## src/rtl/debounce_pkg.sv

```systemverilog
// Shared constants and helpers for the multi-channel debouncer and its bench.
package debounce_pkg;

    localparam int unsigned DEBOUNCE_SYNC_STAGES = 2;
    localparam int unsigned DEBOUNCE_CNT_WIDTH   = 16;

    // Width of the shared prescaler counter; at least one bit so the type stays legal.
    function automatic int unsigned pre_width(input int unsigned prescale);
        return (prescale <= 1) ? 1 : $clog2(prescale);
    endfunction

endpackage

```

## src/rtl/debounce_chan.sv

```systemverilog
// One debounce channel: synchroniser, stability counter, committed level and strobes.
module debounce_chan
    import debounce_pkg::*;
#(
    parameter int unsigned SYNC_STAGES = DEBOUNCE_SYNC_STAGES,
    parameter int unsigned CNT_WIDTH   = DEBOUNCE_CNT_WIDTH,
    parameter logic        RESET_VAL   = 1'b0
) (
    input  logic                 clk_i,
    input  logic                 rst_i,
    input  logic                 din_i,
    input  logic                 tick_i,
    input  logic [CNT_WIDTH-1:0] teff_i,
    output logic                 dout_o,
    output logic                 rise_o,
    output logic                 fall_o,
    output logic                 busy_o
);

    localparam logic [CNT_WIDTH:0] IncOne = (CNT_WIDTH+1)'(1);

    logic [SYNC_STAGES-1:0] sync_q, sync_d;
    logic [CNT_WIDTH-1:0]   cnt_q, cnt_d;
    logic                   dout_q, dout_d;
    logic                   rise_q, rise_d;
    logic                   fall_q, fall_d;
    logic                   s;
    logic [CNT_WIDTH:0]     cnt_inc;

    // Next-state: shift the synchroniser, count stable ticks, commit on reaching teff.
    always_comb begin
        sync_d  = {sync_q[SYNC_STAGES-2:0], din_i};
        s       = sync_q[SYNC_STAGES-1];
        // One bit wider so the compare never sees a wrapped value.
        cnt_inc = {1'b0, cnt_q} + IncOne;
        cnt_d   = cnt_q;
        dout_d  = dout_q;
        rise_d  = 1'b0;
        fall_d  = 1'b0;
        if (s == dout_q) begin
            // Input agrees with committed level: any pending candidate is a glitch.
            cnt_d = '0;
        end else if (tick_i) begin
            // >= so that lowering teff mid-count commits on the very next tick.
            if (cnt_inc >= {1'b0, teff_i}) begin
                dout_d = s;
                cnt_d  = '0;
                rise_d = s;
                fall_d = ~s;
            end else begin
                cnt_d = cnt_inc[CNT_WIDTH-1:0];
            end
        end
    end

    // State register with synchronous reset; reset discards any pending count silently.
    always_ff @(posedge clk_i) begin
        if (rst_i) begin
            sync_q <= {SYNC_STAGES{RESET_VAL}};
            cnt_q  <= '0;
            dout_q <= RESET_VAL;
            rise_q <= 1'b0;
            fall_q <= 1'b0;
        end else begin
            sync_q <= sync_d;
            cnt_q  <= cnt_d;
            dout_q <= dout_d;
            rise_q <= rise_d;
            fall_q <= fall_d;
        end
    end

    assign dout_o = dout_q;
    assign rise_o = rise_q;
    assign fall_o = fall_q;
    assign busy_o = |cnt_q;

endmodule

```

## src/rtl/debounce_multi.sv

```systemverilog
// Multi-channel debouncer top: shared prescaler, threshold clamp and channel array.
module debounce_multi
    import debounce_pkg::*;
#(
    parameter int unsigned CHANNELS    = 4,
    parameter int unsigned SYNC_STAGES = DEBOUNCE_SYNC_STAGES,
    parameter int unsigned CNT_WIDTH   = DEBOUNCE_CNT_WIDTH,
    parameter int unsigned PRESCALE    = 1,
    parameter logic        RESET_VAL   = 1'b0
) (
    input  logic                 clk,
    input  logic                 rst,
    input  logic [CHANNELS-1:0]  din,
    input  logic [CNT_WIDTH-1:0] thresh,
    output logic [CHANNELS-1:0]  dout,
    output logic [CHANNELS-1:0]  rise,
    output logic [CHANNELS-1:0]  fall,
    output logic [CHANNELS-1:0]  busy
);

    localparam int unsigned PreW = pre_width(PRESCALE);

    logic                 tick;
    logic [CNT_WIDTH-1:0] teff;

    // A threshold of zero behaves as one tick.
    always_comb begin
        teff = thresh;
        if (thresh == '0) begin
            teff = CNT_WIDTH'(1);
        end
    end

    if (PRESCALE > 1) begin : g_pre
        localparam logic [PreW-1:0] PreMax = PreW'(PRESCALE - 1);

        logic [PreW-1:0] pre_q, pre_d;

        // Free-running tick divider, wraps at PRESCALE-1.
        always_comb begin
            pre_d = pre_q + PreW'(1);
            if (pre_q == PreMax) begin
                pre_d = '0;
            end
        end

        // Prescaler register.
        always_ff @(posedge clk) begin
            if (rst) begin
                pre_q <= '0;
            end else begin
                pre_q <= pre_d;
            end
        end

        assign tick = (pre_q == PreMax);
    end else begin : g_no_pre
        assign tick = 1'b1;
    end

    for (genvar i = 0; i < CHANNELS; i++) begin : g_chan
        debounce_chan #(
            .SYNC_STAGES(SYNC_STAGES),
            .CNT_WIDTH  (CNT_WIDTH),
            .RESET_VAL  (RESET_VAL)
        ) u_chan (
            .clk_i (clk),
            .rst_i (rst),
            .din_i (din[i]),
            .tick_i(tick),
            .teff_i(teff),
            .dout_o(dout[i]),
            .rise_o(rise[i]),
            .fall_o(fall[i]),
            .busy_o(busy[i])
        );
    end

endmodule

```

## config.mk

```make
export PLATFORM = sky130hd
export DESIGN_NAME = debounce_multi
export DESIGN_NICKNAME = d
export VERILOG_FILES = /design/src/rtl/debounce_pkg.sv /design/src/rtl/debounce_chan.sv /design/src/rtl/debounce_multi.sv
export SDC_FILE = /design/constraint.sdc
export NUM_CORES = 1
export LEC_CHECK = 0
export CAP_MARGIN = 20
export CORE_MARGIN = 4
export CORE_UTILIZATION = 30
export CTS_CLUSTER_DIAMETER = 100
export DETAILED_ROUTE_END_ITERATION = 12
export PLACE_DENSITY_LB_ADDON = 0.2
export SLEW_MARGIN = 5
export SYNTH_ARGS = -nofsm -noshare
export SYNTH_HDL_FRONTEND = slang
export SYNTH_SLANG_ARGS = --single-unit
```

## constraint.sdc

```tcl
create_clock -name clk -period 3.6 [get_ports clk]
set_input_delay 0.54 -clock clk [delete_from_list [all_inputs] [get_ports clk]]
set_output_delay 0.54 -clock clk [all_outputs]
set_load 0.03 [all_outputs]
```

# Yosys cells after proc, flatten, opt, wreduce, memory -nomap -nowiden

Cells that the tools add are included.

$lt $le $gt $ge: 4
Bitwise gates (word level): 12
Mux-type cells: 1
Equal/unequal tests: 4
Reductions and logical operators: 17
Add/sub/neg operators: 4

Operator list:

| cell                  | number |
|---|---|
| $add 16x1->17 const B | 4 |
| $ge 17x16->1          | 4 |
| $reduce_or 16->1      | 4 |
| $reduce_or 3->1       | 8 |
| $logic_not 16->1      | 1 |
| $mux 16               | 1 |
| $not 1->1             | 12 |
| $reduce_and 2->1      | 4 |
| $eq 1x1->1            | 4 |

Register bits after elaboration: 84
Input port bits: 22
Word-level logic and storage cells: 62
Output and inout port bits: 16

# Logic depth before layout (Yosys ltp)

Word-level depth: 5
Mapped depth: 13
Gate-level depth less buffers: 12

# By module

From an unflattened synthesis, not the netlist that was laid out.

Cells, all modules: 790
Area total of the unflattened synthesis: 6485.0 sq um

Modules (own cells, without submodules):

| module                               | cells each | area an instance (sq um) | instances | sequential area each (sq um) |
|---|---|---|---|---|
| debounce_chan (g_chan[0].u_chan ...) | 197        | 1615.3                   | 3         | 420.4 |
| debounce_chan (g_chan[1].u_chan)     | 178        | 1545.2                   | 1         | 420.4 |
| debounce_multi                       | 21         | 93.8                     | 1         | 0.0 |

# Worst setup path before layout

Ideal clock, no wire load.

Path type: reg-to-reg
Start point: register g_chan[0].u_chan.cnt_q[0]
End point: register g_chan[0].u_chan.cnt_q[10]
Stages on the path, launching flop included: 14
Data arrival time: 2817 ps
Period minus slack after synthesis: 2879 ps
Path buffers: 1
Library setup time: 62 ps
Data required time: 3538 ps
Path slack: 721 ps
Path through: dfxtp_1 -> ha_1 -> nand3_1 -> nor3_1 -> and3_1 -> xor2_1 -> ha_1 -> nand3_1 -> a21oi_1 -> o31ai_1 -> nand4_2 -> or3_4 -> buf_6 -> nor2b_2

Longest elaborated chain between the ends: 3

RTL lines:

| what                                   | line                | RTL |
|---|---|---|
| from (decl)                            | debounce_chan.sv:23 | `logic [CNT_WIDTH-1:0] cnt_q, cnt_d;` |
| from (signal assigned)                 | debounce_chan.sv:66 | `cnt_q <= cnt_d;` |
| $add 16x1->17                          | debounce_chan.sv:35 | `cnt_inc = {1'b0, cnt_q} + IncOne;` |
| named net g_chan[0].u_chan.cnt_inc[14] | debounce_chan.sv:28 | `logic [CNT_WIDTH:0] cnt_inc;` |
| $ge 17x16->1                           | debounce_chan.sv:45 | `if (cnt_inc >= {1'b0, teff_i}) begin` |
| $reduce_or 3->1 (no line)              | --                  |  |

The timed path passes the listed nets, and every way through them passes these cells.
A chain may end at the register's enable or synchronous reset.

# Final worst setup path

Start point: register g_chan[0].u_chan.cnt_q[0]
End point: register g_chan[0].u_chan.cnt_q[6]

Same word-level chain as after synthesis.

==> metrics.md <==
| Metric | Value |
|---|---|
| Synthesized Nets | 661 |
| Data required time of the worst path | around 3900 ps |
| CTS buffer count | 9 |
| M3 GR Usage | roughly 2.1% |
| Count of cell types in the netlist | 59 |
| # diodes | 0 |
| XOR/XNOR share of the synthesized area | around 9.9% |
| P_int | 0.00154 W |
| Routed Wire Length | between 10,000 and 15,000 um |
| Static Leak | 2.57 nW |
| Final Critical Period | 3210 ps |
| WP depth | 12 |
| Final Hold Fails | 0 |
| Largest family of logic cells by synthesized area | simple AND/OR/NAND/NOR gates |
| Die X | between 100 and 150 um |
| Sw Ratio | 23.1% |
| CP Buf/Inv Count | 0 |
| GR Overflow Total | 0 |
| Max incr delay on CP | 490 ps |
| Routed via count | 4,021 |
| Fin area | 0.00611 sq mm |
| Slew Viols, Final | 0 |
| Maximum buffer depth of the clock tree | 2 |
| First-pass GRT wire length | between 20,000 and 25,000 um |
| Gate power share | under 10% |
| Final setup fails | 0 |
| Mapped Cells | roughly 570 |
| Top cell type's share of synthesized area | roughly a third |
| Root Buffer | clkbuf_16 |
| Sequential share of the synthesized area | 31.7% |
| Met2 usage | 22.4% |
| CP max stage cell | or3_4 |
| Sw power | 0.000464 W |
| DR iter-0 viols | 192 |
| DR pass1 iterations | 4 |
| Setup TNS | 0 ps |
| Row count | 48 |
| Initial antenna violation count | 0 |
| Seq pwr share | 46.8% |
| Cell accounting for the most synthesized area | dfxtp_1 |
| Routing usage on met1 | roughly 18% |
| Status | finished clean |
| Reg2Reg Depth | 12 |
| Multiplexer share of the synthesized area | 0.567% |
| Crit share post-route | slightly below 90% |
| Layout Nets | roughly 690 |
| Remaining DRCs | 0 |
| Synthesized area per cell | 9.34 sq um |
| Largest net degree at the start of global routing | 22 |
| Layout cells sized above 1 | between 10% and 20% |
| Ys async rst share | 0% |
| RSZ-0062 raised after global routing | no |
| Crit path DAT | 3490 ps |
| CP endpoint kind | register |
| Commonest cells after routing, fill and taps aside | dfxtp_1, ha_1, nand3_1, xnor2_1 |
| Placeable Area | roughly 0.017 sq mm |
| HP Class | reg2reg |
| GRT busiest layer | met2 |
| Flops & latches, synth | 84 |
| Startpoint Class | register |
| Synth Area in Simple Gates | around 29% |
| Worst-Skew Late Latency | about 340 ps |
| Top post-synthesis cells by area | dfxtp_1, ha_1, xnor2_1 |
| Placement Cell Area | 0.00579 sq mm |
| Most common cell after layout, fill and taps aside | dfxtp_1 |
| Drt via density | 4.88 |
| DR WL/cell | 15.7 um |
| Worst-path clk slew | 60 ps |
| CTS tree | yes |
| Max IR drop VDD | 0.234 mV |
| Clock Sinks | 84 |
| Post-Synth Adder-Cell Area | between 10% and 20% |
| Most used DFF post-synth | dfxtp_1 |
| Crit-path cells | ha_1 -> nand3_1 -> nor3_1 -> nand2_1 -> xnor2_1 -> ha_1 -> nand3_1 -> a21oi_1 -> o31ai_1 -> nand4_2 -> or3_4 -> nor2b_1 |
| EDFF count, synth | 0 |
| Syn. warnings | 0 |
| Post-DP HPWL | 10,200 um |
| Max Clock Freq | 312 MHz |
| Worst-Margin Slew | roughly 630 ps |
| Total GRT Usage | 13.4% |
| PwrDens | approximately 330 mW/mm^2 |
| P&R area growth vs syn | 15.3% |
| Final Wtd Congestion | 0.859 |
| Vias in the first global route | a little under 4,000 |
| Slew Limit Headroom | just under 60% |
| DIE AREA | ~0.020 sq mm |
| CP Max Fanout | 16 |
| Cell family with most CP delay | simple AND/OR/NAND/NOR gates |
| Synth Area in Compound Gates | 6.50% |
| Cell Area, Synth | 0.00530 sq mm |
| Io pins | 38 |
| Max-cap viol count | 0 |
| Hold path depth | 1 |
| Buffers on Ports | 37 |
| Htree depth | 3 |
| Die Y-Extent | 141 um |
| Clock skew | about 3.4 ps |
| Initial Util | 30.6% |
| Clock network fraction of design power | 47.0% |
| Crit path kind | reg2reg |
| DRT antenna net count | 0 |
## worst paths after layout
check | slack, ps | to | startpoint
worst max-delay path | 390 | g_chan[0].u_chan.cnt_q[6] | g_chan[0].u_chan.cnt_q[0]
worst min-delay path | 440 | g_chan[3].u_chan.sync_q[1] | g_chan[3].u_chan.sync_q[0]
worst max register to register | 390 | g_chan[0].u_chan.cnt_q[6] | g_chan[0].u_chan.cnt_q[0]
worst min register to register | 440 | g_chan[3].u_chan.sync_q[1] | g_chan[3].u_chan.sync_q[0]
## logic make-up after synthesis
family,after synthesis
flip-flops,84
XOR/XNOR,60
multiplexers,3
AO/OA/AOI/OAI,51
buffers and inverters,52
adder cells (fa/ha/maj),72
AND/OR/NAND/NOR,245
## layer usage
metal	vias to the layer above	part of all wire, %
li1	2058	-
met5	-	0
met1	1892	48
met3	16	2.7
met2	55	48
met4	0	1.7
## stage by stage
stage	setup WS, ps	hold WS (ps)	instances	util (%)	power [W]
final	390	437	824	35.3	0.00201
after global placement	311	426	808	33.5	0.00108
after floorplan	721	414	567	-	0.00103
after CTS	341	439	824	35.3	0.00204
after global routing	64.3	453	824	35.3	0.00209
after detailed placement	256	424	808	33.5	0.00109
## power groups by stage
stage	Clock, W	Combinational [W]	Sequential [W]
6_report	0.000944	0.000123	0.000940
4_1_cts	0.000977	0.000125	0.000939
3_3_place_gp	0	0.000121	0.000960
2_1_floorplan	0	0.0000686	0.000959
5_1_grt	0.00101	0.000139	0.000939
3_5_place_dp	0	0.000125	0.000960
## synthesized netlist by cell type, types with 3 or more instances
library cell   n
and2b_2        5
clkbuf_1       3
nor4_1        12
nor3_1         9
o21ai_0        9
inv_1         29
nand2b_1       3
nor2_1        26
mux2i_1        3
nand2_1       20
buf_6          3
xnor2_1       39
nor2b_1       37
and4_1         5
and2_1         3
nor2_2         3
nor2b_2       15
nand3_1       41
buf_4         16
a21oi_1       19
o31ai_1        3
ha_1          72
and3_1        23
dfxtp_1       84
xor2_1        21
nand4_1       18
nor4b_1        4
## cell type report
type	instances	area, sq um
flip-flops and latches	84	1680
clock buffers	10	239
multi-input cells	431	3350
repair buffers	39	385
well taps	225	282
fillers	1784	11200
inverters	29	109
clock inverters	6	63.8
## registers in the layout, summed over array words and instances, names as in the netlist
register              flops
g_chan.u_chan.fall_o      4
g_chan.u_chan.dout_o      4
g_chan.u_chan.cnt_q      64
g_chan.u_chan.rise_o      4
g_chan.u_chan.sync_q      8
## what timing repair did
action,4_1_cts,5_1_grt
gates resized for setup,0,1
endpoints found under the hold margin,0,0
setup buffers,0,0
hold buffers,0,0
endpoints found under the setup margin,0,5
(Power assumes the default switching activity.)
